## src/rtl/cache_ctrl_pkg.sv

```systemverilog
// cache_ctrl_pkg: FSM state encoding and default geometry for the replacement controller
package cache_ctrl_pkg;
  localparam int DEF_NUM_WAYS = 8;
  typedef enum logic [2:0] {IDLE, HIT_UPD, VICTIM, WB, FILL, ALLOC, RESP} state_t;
endpackage

```

## src/rtl/onehot_prio_enc.sv

```systemverilog
// onehot_prio_enc: index of the lowest set bit plus a flag for more than one bit set
module onehot_prio_enc #(
  parameter int N = 8,
  parameter int W = $clog2(N)
) (
  input  logic [N-1:0] i_vec,
  output logic [W-1:0] o_idx,
  output logic         o_multi
);
  always_comb begin
    o_idx = '0;
    for (int i = N - 1; i >= 0; i--) o_idx = i_vec[i] ? W'(i) : o_idx;
  end
  assign o_multi = |(i_vec & (i_vec - N'(1)));
endmodule

```

## src/rtl/cache_replace_ctrl.sv

```systemverilog
// cache_replace_ctrl: sequences hit updates and miss victim writeback/fill/allocate, then responds
module cache_replace_ctrl import cache_ctrl_pkg::*; #(
  parameter int NUM_WAYS  = DEF_NUM_WAYS,
  parameter int WAY_IDX_W = $clog2(NUM_WAYS)
) (
  input  logic                 clk,
  input  logic                 rst_n,
  input  logic                 req_valid,
  output logic                 req_ready,
  input  logic [NUM_WAYS-1:0]  req_hit_way,
  input  logic [NUM_WAYS-1:0]  dirty_ways,
  output logic [NUM_WAYS-1:0]  hit_way_o,
  output logic [NUM_WAYS-1:0]  allocate_way_o,
  input  logic [NUM_WAYS-1:0]  eviction_target_i,
  input  logic                 eviction_ready_i,
  output logic                 wb_valid,
  input  logic                 wb_ready,
  output logic [WAY_IDX_W-1:0] wb_way,
  output logic                 fill_valid,
  input  logic                 fill_ready,
  output logic [WAY_IDX_W-1:0] fill_way,
  output logic                 resp_valid,
  input  logic                 resp_ready,
  output logic [WAY_IDX_W-1:0] resp_way,
  output logic                 resp_hit,
  output logic                 busy,
  output logic                 err_multi
);
  state_t               r_state, w_next;
  logic [WAY_IDX_W-1:0] r_way, w_hit_idx, w_vic_idx;
  logic                 r_hit, r_err, w_hit_multi, w_vic_multi, w_accept, w_capture;
  logic [NUM_WAYS-1:0]  w_way_oh;
  onehot_prio_enc #(.N(NUM_WAYS), .W(WAY_IDX_W)) u_hit_enc (
    .i_vec(req_hit_way), .o_idx(w_hit_idx), .o_multi(w_hit_multi)
  );
  onehot_prio_enc #(.N(NUM_WAYS), .W(WAY_IDX_W)) u_vic_enc (
    .i_vec(eviction_target_i), .o_idx(w_vic_idx), .o_multi(w_vic_multi)
  );
  assign w_accept  = req_valid && (r_state == IDLE);
  assign w_capture = eviction_ready_i && (r_state == VICTIM);
  always_ff @(posedge clk) begin
    if (!rst_n) begin
      r_state <= IDLE;
      r_way   <= '0;
      r_hit   <= 1'b0;
      r_err   <= 1'b0;
    end else begin
      r_state <= w_next;
      r_err   <= (w_accept && w_hit_multi) || (w_capture && w_vic_multi);
      if (w_accept) begin
        r_way <= w_hit_idx;
        r_hit <= |req_hit_way;
      end
      if (w_capture) r_way <= w_vic_idx;
    end
  end
  always_comb begin
    w_next = r_state;
    case (r_state)
      IDLE:    w_next = req_valid ? (|req_hit_way ? HIT_UPD : VICTIM) : IDLE;
      HIT_UPD: w_next = RESP;
      VICTIM:  w_next = eviction_ready_i ? (dirty_ways[w_vic_idx] ? WB : FILL) : VICTIM;
      WB:      w_next = wb_ready ? FILL : WB;
      FILL:    w_next = fill_ready ? ALLOC : FILL;
      ALLOC:   w_next = RESP;
      RESP:    w_next = resp_ready ? IDLE : RESP;
      default: w_next = IDLE;
    endcase
  end
  assign w_way_oh       = NUM_WAYS'(1) << r_way;
  assign req_ready      = r_state == IDLE;
  assign busy           = r_state != IDLE;
  assign hit_way_o      = (r_state == HIT_UPD) ? w_way_oh : '0;
  assign allocate_way_o = (r_state == ALLOC) ? w_way_oh : '0;
  assign wb_valid       = r_state == WB;
  assign wb_way         = wb_valid ? r_way : '0;
  assign fill_valid     = r_state == FILL;
  assign fill_way       = fill_valid ? r_way : '0;
  assign resp_valid     = r_state == RESP;
  assign resp_way       = resp_valid ? r_way : '0;
  assign resp_hit       = resp_valid && r_hit;
  assign err_multi      = r_err;
endmodule

```

## config.mk

```make
export PLATFORM = sky130hd
export DESIGN_NAME = cache_replace_ctrl
export DESIGN_NICKNAME = d
export VERILOG_FILES = /design/src/rtl/cache_ctrl_pkg.sv /design/src/rtl/onehot_prio_enc.sv /design/src/rtl/cache_replace_ctrl.sv
export SDC_FILE = /design/constraint.sdc
export NUM_CORES = 1
export LEC_CHECK = 0
export BUFFER_PORTS_ARGS = -buffer_cell sky130_fd_sc_hd__clkbuf_2
export CAP_MARGIN = 40
export CELL_PAD_IN_SITES_DETAIL_PLACEMENT = 0
export CELL_PAD_IN_SITES_GLOBAL_PLACEMENT = 1
export CORE_MARGIN = 1.5
export CORE_UTILIZATION = 25
export CTS_CLUSTER_SIZE = 10
export DETAILED_ROUTE_END_ITERATION = 12
export PLACE_DENSITY = 0.78
export REMOVE_ABC_BUFFERS = 1
export SLEW_MARGIN = 15
export SYNTH_ARGS = -nofsm -noshare
export SYNTH_HDL_FRONTEND = slang
export SYNTH_HIERARCHICAL = 1
export SYNTH_SLANG_ARGS = --single-unit
```

## constraint.sdc

```tcl
create_clock -name clk -period 2 [get_ports clk]
set_input_delay 0.3 -clock clk [delete_from_list [all_inputs] [get_ports clk]]
set_output_delay 0.3 -clock clk [all_outputs]
set_load 0.01 [all_outputs]
```

==> results.md <==
- The static leakage power is 0.746 nW.
- The height of the chip is 64.8 µm.
- Detailed placement finished with a half-perimeter wire length of 2.37 mm.
- The clock passes through at most 2 buffers.
- The worst setup path is launched from an input pin.
- Setup violations remaining at the end of the flow were counted as 0.
- The number of antenna violations at the first check in global routing was 0.
- Cells with a size suffix above 1 make up 45.5% of the layout.
- Relative to the synthesized area, the layout overhead comes to 57.9%.
- The most common library cell in the layout ignoring fill and taps is sky130_fd_sc_hd__clkbuf_2.
- The insertion delay to the later sink of the worst-skew pair is 0.23 ns.
- The clock root buffer is sky130_fd_sc_hd__clkbuf_8.
- In this run the tightest slew margin relative to its limit is 68.9%.
- Synthesis inferred 8 register bits.
- At the pin with the least slew margin, the transition time is 0.465 ns.
- In the routed design, unresolved DRC markers number 0.
- The iteration-0 DRC count of the detailed router is 45.
- The first global-routing pass estimated 5.06 mm of wire.
- The post-route fraction of the period consumed by the critical path is 98.6%.
- The sort of element at the end of the critical path is a flip-flop.
- For this run, the top clock speed supported by timing is 507 MHz.
- The startpoint identified for the worst register-to-register timing path is r_state[2].
- The CTS tree is done.
- The number of max-slew violations in the final report is 0.
- The overall power consumption is 786 µW.
- In this run, post-CTS hold repair placed 0 buffers.
- The synthesized netlist occupies a cell area of 956 µm².
- The most critical setup path has its startpoint at eviction_target_i[6].
- Dividing total power by cell area gives a power density of 521 mW/mm².
- The final layout contains 246 nets.
- The floorplan die area is 0.00420 mm².
- The post-synthesis average cell area is 7.13 µm².
- The largest net degree at the start of global routing is 13.
- Along the worst path, the maximum fanout reaches 3.
- The final-report hold violation count came to 0.
- The number of antenna diodes in the final layout is 0.
- By area the synthesized netlist is led by sky130_fd_sc_hd__dfxtp_1 (17%), sky130_fd_sc_hd__nor2_1 (8.2%), sky130_fd_sc_hd__and2_1 (6.5%).
- The end of the worst register-to-register path is r_state[2].
- 63 I/O pins were placed.
- The top cell type by total area after synthesis is sky130_fd_sc_hd__dfxtp_1.
- For this run, the leading register cell type out of synthesis is sky130_fd_sc_hd__dfxtp_1.
- The count of port buffers added during placement is 62.
- Once layout is complete, the utilization of the core stands at 41.2%.
- The min-delay analysis places its worst path in the category in2reg.
- The top cell types in the final layout, fill and taps aside, are sky130_fd_sc_hd__clkbuf_2 (61), sky130_fd_sc_hd__nor2_1 (21), sky130_fd_sc_hd__buf_4 (19).
- For this configuration, the core starts out at a cell density of 26.1%.
- The worst setup skew after layout is 0.00369 ns.
- The final critical path time including I/O delays and setup is 1.97 ns.
- Measured along the x axis, the die boundary spans 64.8 µm.
- Detailed routing inserted a total of 1256 vias.
- The tool flagged a number of max-cap violations equal to 0.
- The detail route stage leaves a number of antenna-violating nets equal to 0.
- The number of flops mapped to enable cells by yosys is 0.
- The path depth of the worst reg2reg path is 5.
- The worst endpoint data arrival time is 2.13 ns.
- The post-synthesis sequential area ratio is 16.8%.
- For this run, the detailed router's first-pass iteration total came to 4.
- The post-detailed-route via-to-cell ratio is 4.81.
- Of the post-synthesis cell area, the dominant cell type holds 16.8%.
- The core outline area is 0.00366 mm².
- The maximum resistive drop on vdd is 0.469 mV.
- The via count of the first global-routing pass is 1153.
- The clock-pin slew on the worst setup and hold paths is 0.04 ns.
- The flow ran to the end, and the final reports show no timing, DRC or antenna violations.
- The type of the worst setup path is in2reg.
- For the worst setup path, the data required time is 2.16 ns.
- The total overflow left after global routing is 0.
- The final wirelength is 2.93 mm.
- The critical path capture point is r_state[2].
- Counting every instance in the synthesized netlist gives 134.
- The clock buffer count from CTS is 3.
- The global-route usage over all layers is 14.9%.
- Setup repair after global routing could not meet its margin everywhere.
- In the final routed layout, each cell accounts on average for 11.2 µm.
- The level count of the clock H-tree is 1.
- The clock net in this run drives a total of 8 sinks.
- The number of library cell types mapped by synthesis is 36.
- The share of synthesized registers carrying an async set or reset is 0%.
- After routing, the total negative slack on setup checks comes to 0 ns.
- The congestion estimate from routability-driven global placement came to 0.813.
- The floorplan has 22 rows.
- During synthesis, Yosys emitted a total of 6 warnings.
- In this run the register-to-register setup slack is 0.46 ns.
[registers in the layout (all words and copies together), names as in the netlist]
register and count:
r_state 3, r_hit 1, err_multi 1, r_way 3
[per-stage QoR]
stage,hold WS [ns],instance area [µm²],cells,setup slack [ns]
6_report,0.354,1510,261,0.0271
5_1_grt,0.367,1510,261,-0.139
4_1_cts,0.352,1490,261,0.0205
3_5_place_dp,0.517,1430,255,-0.403
3_3_place_gp,0.515,1430,255,-0.330
2_1_floorplan,0.428,937,129,-0.135
[routing by layer]
metal | GRT usage [%] | vias up | routed length (µm)
met5 | 0 | - | 0
met2 | 24.9 | 48 | 1340
met3 | 3.82 | 3 | 202
li1 | - | 651 | -
met4 | 2.39 | 0 | 12
met1 | 19.5 | 554 | 1380
[synth_stat cells (all sizes together) (2+ instances only)]
cell      n
maj3      2
dfxtp     8
nor3b     2
mux4      2
o211a     3
o21bai    2
nand2b    7
clkbuf    5
nor2     21
or3b      2
nand3     2
inv       7
a2111oi   4
o32ai     2
nor4      4
a21oi     8
mux2i     3
and2     10
o21ai     5
nor3     13
nand2     9
[worst min-delay path by stage]
stage	start	end	slack, ns	cells past startpoint
3_3_place_gp	r_hit	r_hit	0.52	2
6_report	rst_n	r_way[1]	0.35	2
2_1_floorplan	rst_n	err_multi	0.43	1
4_1_cts	rst_n	r_way[1]	0.35	2
3_5_place_dp	r_hit	r_hit	0.52	2
5_1_grt	rst_n	r_way[1]	0.37	2
[where the power goes]
group | switching (mW) | total [mW] | internal [mW]
clock | 0.0649 | 0.195 | 0.130
sequential | 0.0364 | 0.224 | 0.187
combinational | 0.187 | 0.367 | 0.180
[timing repair]
action / in CTS / in global routing
pin swaps: 4 / 5
setup endpoints to repair: 3 / 2
setup buffers: 3 / 0
resized for setup: 4 / 3
[worst max-delay path, stage by stage]
cell	delay, ns
sky130_fd_sc_hd__buf_6	0.09
sky130_fd_sc_hd__nand2b_4	0.13
sky130_fd_sc_hd__a21oi_2	0.12
sky130_fd_sc_hd__o21bai_1	0.08
sky130_fd_sc_hd__a21oi_2	0.24
sky130_fd_sc_hd__mux4_2	0.54
sky130_fd_sc_hd__mux2_4	0.28
sky130_fd_sc_hd__or2_1	0.20
sky130_fd_sc_hd__a31oi_1	0.15
[logic make-up (layout without fill, tap and decap cells)]
kind of cell | count (synthesis) | in the layout | synth area share (%)
compound gates | 28 | 28 | 21.7
flops | 8 | 8 | 16.8
mux | 6 | 6 | 9.82
buf+inv | 12 | 91 | 4.71
simple gates | 78 | 78 | 44.9
fa+ha+maj | 2 | 2 | 2.09
[final cells by class]
type / instances / area, µm²
Clock buffer: 3 / 41.3
Fill cell: 393 / 2150
Inverter: 7 / 26.3
Multi-Input combinational cell: 114 / 762
Sequential cell: 8 / 160
Tap cell: 48 / 60.1
Timing Repair Buffer: 81 / 459
Note: power is estimated with default switching activity, not from simulation.
